**config.mk**
```make
export PLATFORM = sky130hd
export DESIGN_NAME = key_pulse_gen
export DESIGN_NICKNAME = d
export VERILOG_FILES = /design/src/rtl/key_pulse_gen.sv
export SDC_FILE = /design/constraint.sdc
export NUM_CORES = 1
export LEC_CHECK = 0
export CAP_MARGIN = 5
export CORE_AREA = 10 10 89 91
export CTS_CLUSTER_DIAMETER = 80
export DETAILED_ROUTE_END_ITERATION = 16
export DIE_AREA = 0 0 99 101
export DONT_BUFFER_PORTS = 1
export PLACE_DENSITY = 0.67
export SYNTH_ARGS = -nofsm -noshare
export SYNTH_HDL_FRONTEND = slang
export SYNTH_SLANG_ARGS = --single-unit
```
**constraint.sdc**
```tcl
create_clock -name clk -period 3.1 [get_ports clk]
set_input_delay 0.465 -clock clk [delete_from_list [all_inputs] [get_ports clk]]
set_output_delay 0.465 -clock clk [all_outputs]
set_load 0.02 [all_outputs]
```
**src/rtl/key_pulse_gen.sv**
```systemverilog
// Debounced pushbutton to single-cycle count-enable strobe, with optional
// hold-to-repeat after an initial delay.
module key_pulse_gen #(
    parameter int unsigned DB_CYCLES  = 50000,
    parameter int unsigned RPT_DELAY  = 25000000,
    parameter int unsigned RPT_PERIOD = 5000000
) (
    input  logic clk,
    input  logic clr,
    input  logic key_n,
    input  logic rpt_en,
    output logic pulse,
    output logic pressed
);

    localparam int unsigned DBW     = $clog2(DB_CYCLES) + 1;
    localparam int unsigned IVL_MAX = (RPT_DELAY > RPT_PERIOD) ? RPT_DELAY : RPT_PERIOD;
    localparam int unsigned IVW     = $clog2(IVL_MAX) + 1;

    typedef enum logic [1:0] {
        IDLE,
        DELAY,
        REPEAT,
        HOLD
    } state_t;

    logic           sync1;
    logic           sync2;
    logic [DBW-1:0] db_cnt;
    logic           db_diff;
    logic           db_hit;
    logic           press_ev;
    logic           rel_ev;

    state_t         state;
    state_t         state_n;
    logic [IVW-1:0] ivl;
    logic [IVW-1:0] ivl_n;
    logic           pulse_n;

    always_ff @(posedge clk) begin
        if (clr) begin
            sync1 <= 1'b1;
            sync2 <= 1'b1;
        end else begin
            sync1 <= key_n;
            sync2 <= sync1;
        end
    end

    // The level flips on the edge where the count would reach DB_CYCLES,
    // so the count register itself never needs to hold DB_CYCLES.
    assign db_diff  = (~sync2) != pressed;
    assign db_hit   = db_diff && (db_cnt == DBW'(DB_CYCLES - 1));
    assign press_ev = db_hit && !pressed;
    assign rel_ev   = db_hit && pressed;

    always_ff @(posedge clk) begin
        if (clr) begin
            db_cnt  <= '0;
            pressed <= 1'b0;
        end else if (!db_diff) begin
            db_cnt  <= '0;
        end else if (db_hit) begin
            db_cnt  <= '0;
            pressed <= ~pressed;
        end else begin
            db_cnt  <= db_cnt + 1'b1;
        end
    end

    always_ff @(posedge clk) begin
        if (clr) begin
            state <= IDLE;
            ivl   <= '0;
            pulse <= 1'b0;
        end else begin
            state <= state_n;
            ivl   <= ivl_n;
            pulse <= pulse_n;
        end
    end

    // Release outranks everything, then rpt_en=0, then a due repeat pulse.
    always_comb begin
        state_n = state;
        ivl_n   = ivl;
        pulse_n = 1'b0;
        case (state)
            IDLE: begin
                if (press_ev) begin
                    state_n = DELAY;
                    ivl_n   = '0;
                    pulse_n = 1'b1;
                end
            end
            DELAY: begin
                if (rel_ev) begin
                    state_n = IDLE;
                    ivl_n   = '0;
                end else if (!rpt_en) begin
                    state_n = HOLD;
                    ivl_n   = '0;
                end else if (ivl == IVW'(RPT_DELAY - 1)) begin
                    state_n = REPEAT;
                    ivl_n   = '0;
                    pulse_n = 1'b1;
                end else begin
                    ivl_n   = ivl + 1'b1;
                end
            end
            REPEAT: begin
                if (rel_ev) begin
                    state_n = IDLE;
                    ivl_n   = '0;
                end else if (!rpt_en) begin
                    state_n = HOLD;
                    ivl_n   = '0;
                end else if (ivl == IVW'(RPT_PERIOD - 1)) begin
                    ivl_n   = '0;
                    pulse_n = 1'b1;
                end else begin
                    ivl_n   = ivl + 1'b1;
                end
            end
            HOLD: begin
                if (rel_ev) begin
                    state_n = IDLE;
                end
            end
            default: begin
                state_n = IDLE;
                ivl_n   = '0;
            end
        endcase
    end

endmodule

```
==> flow_summary.ini, run 1 <==
[drt]
drc_errors = 0
wl_mm = 5.80
drtIter0Drc = 125
vias_per_cell = 5.84
dr.pass1.iters = 4
wire_per_inst_um = 13.9
vias = 2428
ant_nets = 0

[timing]
setup_violations = 0
max_slew_margin_pct = 25.9
min_period_over_period_pct = 89.7
tightestPinTransition_ps = 1110
period_needed_ps = 2780
rsz0062_at_grt = false
fin_ws_ps = 320
fin_tns_setup_ps = 0
timing.final.max_slew_violations = 0
fin_worst_skew_ps = 7.36
fmax_mhz = 360
finalHoldViolCount = 0

[run_status]
status = finished, final reports clean

[grt]
track_usage_pct = 11.8
grt_max_degree = 36
grt-ovfl-total = 0
grt_pass1_vias = 2267
grt_pass1_wl_mm = 10.0
antenna_found_initial = 0

[cts]
clock_latency_ps = 300
cts_resized = 0
cts_setup_buffers = 0
htreeDepth = 2
cts_buffers = 5
root_buffer = clkbuf_8
clockBufferDepth = 2
clock-sinks = 49
cts_tree = yes
cts_hold_buf = 0
clk_pin_slew_ps = 90

[logic_synthesis]
ys_seq_area_share_pct = 35.9
synth_edf_count = 0
syn_area_mm2 = 0.00273
async_flop_share_pct = 0
avgSynthCellArea_um2 = 7.96
synth_top_cell_area_share_pct = 35.9
netlist_instances = 343
ys.flop_type = dfxtp_1
synth_area_leaders = dfxtp_1 (36%), nand2_1 (4.5%), nand3_1 (4.4%)
yosysWarnings = 0
synth_seq_cells = 49
syn-num-nets = 355
synth_largest_area_cell = dfxtp_1
ys_types = 45

[floorplan]
die_h_um = 101
core_area_mm2 = 0.00620
fp.dieArea_mm2 = 0.0100
num_rows = 29
die_w_um = 99
start_util_pct = 44.0
io_pins = 6

[layout]
utilization_pct = 46.6
multiInputGateArea_mm2 = 0.00165
syn2layout_area_growth_pct = 5.82
nets = 351
fillers = 630
insertedDiodeCount = 0
regArea_um2 = 981
drive_above_1_share_pct = 5.31
instances_no_fill = 416

[critical_path]
critical_path.max_fanout = 27
critPathKind = reg -> reg
worstPathRequired_ps = 3330
end_kind = flop
cp_slowest_cell = or4_1
cp_top_family = compound AO/OA/AOI/OAI gates
crit_chain = or4_1, or2_0, o32a_4, buf_4, a211oi_1, nand3b_1, a31oi_1
worst_setup_path_start_kind = flop
cp.arrival_ps = 3010
path_buf_inv = 1
critical_path.max_stage_delay_ps = 540

[placement]
dp_cells = 409
dp_slack_ps = 326
gp_congestion = 0.784
hpwlAfterDp_mm = 4.03
port-buffer-count = 0

[pwr]
power_w = 0.00110
ir_drop_mv = 0.297
power.static_leakage_nw = 0.880
p_per_area_mw_per_mm2 = 379

[min_path]
hold_class = in -> reg

[job]
drv_cap = 0
## synthesized netlist by cell type, drive strengths merged (6+ instances only)
cell	instances
a21oi	20
a22oi	6
a31oi	17
and2	11
and3	8
clkbuf	15
dfxtp	49
ha	8
inv	9
nand2	33
nand3	24
nand4	16
nor2	31
nor3	8
or3	19
or4	6
xor2	11
## through the flow
stage          cell area (um^2)  hold slack (ps)
3_5_place_dp               2800              397
4_1_cts                    2890              220
6_report                   2890              228
3_3_place_gp               2800              393
2_1_floorplan              2730              389
5_1_grt                    2890              209
## placed cells by master (no fill, tap or decap), types with 6 or more instances in the layout
cell,n
a21oi_1,19
a22oi_1,6
a31oi_1,17
and2_1,11
and3_1,8
buf_4,6
clkbuf_8,6
dfxtp_1,49
ha_1,8
inv_1,9
nand2_1,33
nand3_1,24
nand4_1,16
nor2_1,31
nor3_1,8
or3_1,19
or4_1,6
xor2_1,11
## final cells by class
class	instances	share of cell area, %
Clock buffer	7	2.99
Inverter	9	1.17
Multi-Input combinational cell	268	57.0
Sequential cell	49	33.9
Tap cell	77	3.33
Timing Repair Buffer	6	1.56
## logic make-up (layout without fill, tap and decap cells)
family                     Yosys count  after routing  synth area share, %
buffers and inverters               26             22                 3.89
muxes                                1              1                0.366
xor gates and xnor gates            15             15                 4.81
AOI/OAI and AO/OA                   67             67                 16.8
DFF                                 49             49                 35.9
and+or+nand+nor                    177            177                 34.5
adders and majority gates            8              8                 3.66
## metal layers
metal,vias up,GRT usage [%],part of all wire [%]
met3,5,2.54,3.2
met1,1139,14.1,48
met5,-,0,0
met2,27,19.9,47
met4,0,4.96,1.1
li1,1257,-,-
## report_power, final
group | switching [W] | internal [W] | total [W] | leakage (nW)
Sequential | 0.00000406 | 0.000633 | 0.000637 | 0.395
Combinational | 0.0000546 | 0.0000313 | 0.0000859 | 0.441
Clock | 0.000196 | 0.000177 | 0.000373 | 0.0443
Total | 0.000254 | 0.000841 | 0.00110 | 0.880
## final timing paths
kind                   to       start  cells past startpoint  slack [ps]
setup / recovery   ivl[9]  db_cnt[11]                      7         320
hold / removal    ivl[16]         clr                      1         230
setup reg to reg   ivl[9]  db_cnt[11]                      7         320
hold reg to reg     sync2       sync1                      1         410
## state kept, by name, summed over array words and instances (netlist names)
name,count
sync2,1
sync1,1
pulse,1
db_cnt,17
pressed,1
ivl,26
state,2
No activity file was read; power rests on OpenSTA's default activity.
==> run 2, diff against run 1 <==
--- a/config.mk
+++ b/config.mk
@@ -6,12 +6,14 @@
 export NUM_CORES = 1
 export LEC_CHECK = 0
 export CAP_MARGIN = 5
-export CORE_AREA = 10 10 89 91
+export CORE_AREA = 10 10 107 109
+export CTS_BUF_LIST = sky130_fd_sc_hd__clkbuf_4
 export CTS_CLUSTER_DIAMETER = 80
 export DETAILED_ROUTE_END_ITERATION = 16
-export DIE_AREA = 0 0 99 101
+export DIE_AREA = 0 0 117 119
 export DONT_BUFFER_PORTS = 1
-export PLACE_DENSITY = 0.67
+export PLACE_DENSITY = 0.51
+export REMOVE_ABC_BUFFERS = 1
 export SYNTH_ARGS = -nofsm -noshare
 export SYNTH_HDL_FRONTEND = slang
 export SYNTH_SLANG_ARGS = --single-unit
==> run 2 against run 1 <==
- clock skew up 0.86 ps
- total power down 6.1%
- worst hold slack worse by 74 ps
- maximum frequency down 0.26%
==> flow_summary.ini, run 2 (synthesis results as in run 1) <==
[cts]
clock_latency_ps = 360
clk_pin_slew_ps = 140
htreeDepth = 2
cts_tree = yes
cts_buffers = 5
root_buffer = clkbuf_4
cts_hold_buf = 0
clockBufferDepth = 2
clock-sinks = 49

[drt]
ant_nets = 0
vias = 2464
wl_mm = 6.38
route.met3.wl_um = 186
vias_per_cell = 5.44
drc_errors = 0
met2_length_mm = 2.85
wire_per_inst_um = 14.1
drtIter0Drc = 85
highest_layer = met4
dr.pass1.iters = 4
m1WireLength_mm = 3.24

[pwr]
p_sw_w = 0.000271
p_per_area_mw_per_mm2 = 355
ir_drop_mv = 0.196
p_seq_share_pct = 62.0
clockPowerShare_pct = 29.5
switching_share_pct = 26.3
power.static_leakage_nw = 0.867
p_int_w = 0.000758
combPwrFrac_pct = 8.5

[layout]
utilization_pct = 30.7
fillers = 1014
final_cell_mix = dfxtp_1 (49), nand2_1 (33), nor2_1 (31), nand3_1 (24)
reg.largest.list = ivl: 26 flops, db_cnt: 17 flops, state: 2 flops
final_common_cell = dfxtp_1
largest_register_ffs = 26
drive_above_1_share_pct = 5.90
syn2layout_area_growth_pct = 6.28
regMostFlops = ivl
insertedDiodeCount = 0
nets = 350

[grt]
grt_max_degree = 36
antenna_found_initial = 0
grt_pass1_wl_mm = 11.0
grt_pass1_vias = 2205
grt-ovfl-total = 0
track_usage_pct = 9.51

[critical_path]
critical_path.max_stage_delay_ps = 680
crit_chain = or4_1, or2_0, o31ai_1, a21oi_2, a31oi_1, a21oi_1
critical_path.max_fanout = 24
cp_slowest_cell = o31ai_1
worstPathRequired_ps = 3360
critPathKind = reg -> reg
end_kind = flop
worst_setup_path_start_kind = flop
cp.arrival_ps = 3050

[timing]
tightestPinTransition_ps = 1190
fin_worst_skew_ps = 8.22
rsz0062_at_grt = false
setup_violations = 0
max_slew_margin_pct = 20.6
finalHoldViolCount = 0
period_needed_ps = 2790
fin_tns_setup_ps = 0
timing.final.max_slew_violations = 0
min_period_over_period_pct = 89.9
fmax_mhz = 359

[placement]
hpwlAfterDp_mm = 4.40
gp_congestion = 0.870
port-buffer-count = 0

[floorplan]
fp.dieArea_mm2 = 0.0139
io_pins = 6
die_h_um = 119
die_w_um = 117
core_area_mm2 = 0.00946
start_util_pct = 28.9
num_rows = 36

[min_path]
hold_class = in -> reg

[run_status]
status = finished, final reports clean

[job]
drv_cap = 0
[run 2: repair_timing]
action / in CTS / in global routing
setup buffers: 0 / 0
gates resized for setup: 0 / 1
endpoints found under the setup margin: 0 / 2
[run 2: final timing paths]
path	start	endpoint	slack [ps]	depth (start not counted)
worst max-delay path	db_cnt[11]	ivl[15]	310	6
worst min-delay path	clr	ivl[5]	150	1
worst max register to register	db_cnt[11]	ivl[15]	310	6
worst min register to register	sync1	sync2	430	1
[run 2: per-layer routing]
metal	track usage (%)	vias up
met5	0	-
met4	2.63	0
met3	2.21	6
met2	14.2	32
met1	13.2	1166
li1	-	1260
[run 2: layout make-up]
cell class | count | area [um^2] | area share (%)
timing repair buffer | 5 | 37.5 | 1.29
inverter | 9 | 33.8 | 1.16
multi-input combinational | 268 | 1650 | 56.9
clock inverter | 2 | 10.0 | 0.345
clock buffer | 6 | 45.0 | 1.55
tap | 114 | 143 | 4.91
sequential | 49 | 981 | 33.8
[run 2: power groups by stage]
stage	logic, W	registers [W]	clock network, W
final	0.0000873	0.000638	0.000304
after global routing	0.0000981	0.000640	0.000346
after CTS	0.0000868	0.000638	0.000317
after detailed placement	0.0000862	0.000652	0
after global placement	0.0000857	0.000652	0
after floorplan	0.0000594	0.000651	0
[run 2: critical path, delay by kind of cell, from the launching register on]
kind,cells,cell delay (ps)
compound gates,4,1430
simple gates,2,890
flops,1,360
[run 2: per-stage QoR]
stage	cell area [um^2]	hold WS [ps]	power, W	std cells	worst slack (ps)
2_1_floorplan	2660	389	0.000710	326	413
3_3_place_gp	2840	392	0.000738	445	338
3_5_place_dp	2840	398	0.000738	445	291
4_1_cts	2900	139	0.00104	453	252
5_1_grt	2900	117	0.00108	453	8.13
6_report	2900	154	0.00103	453	313
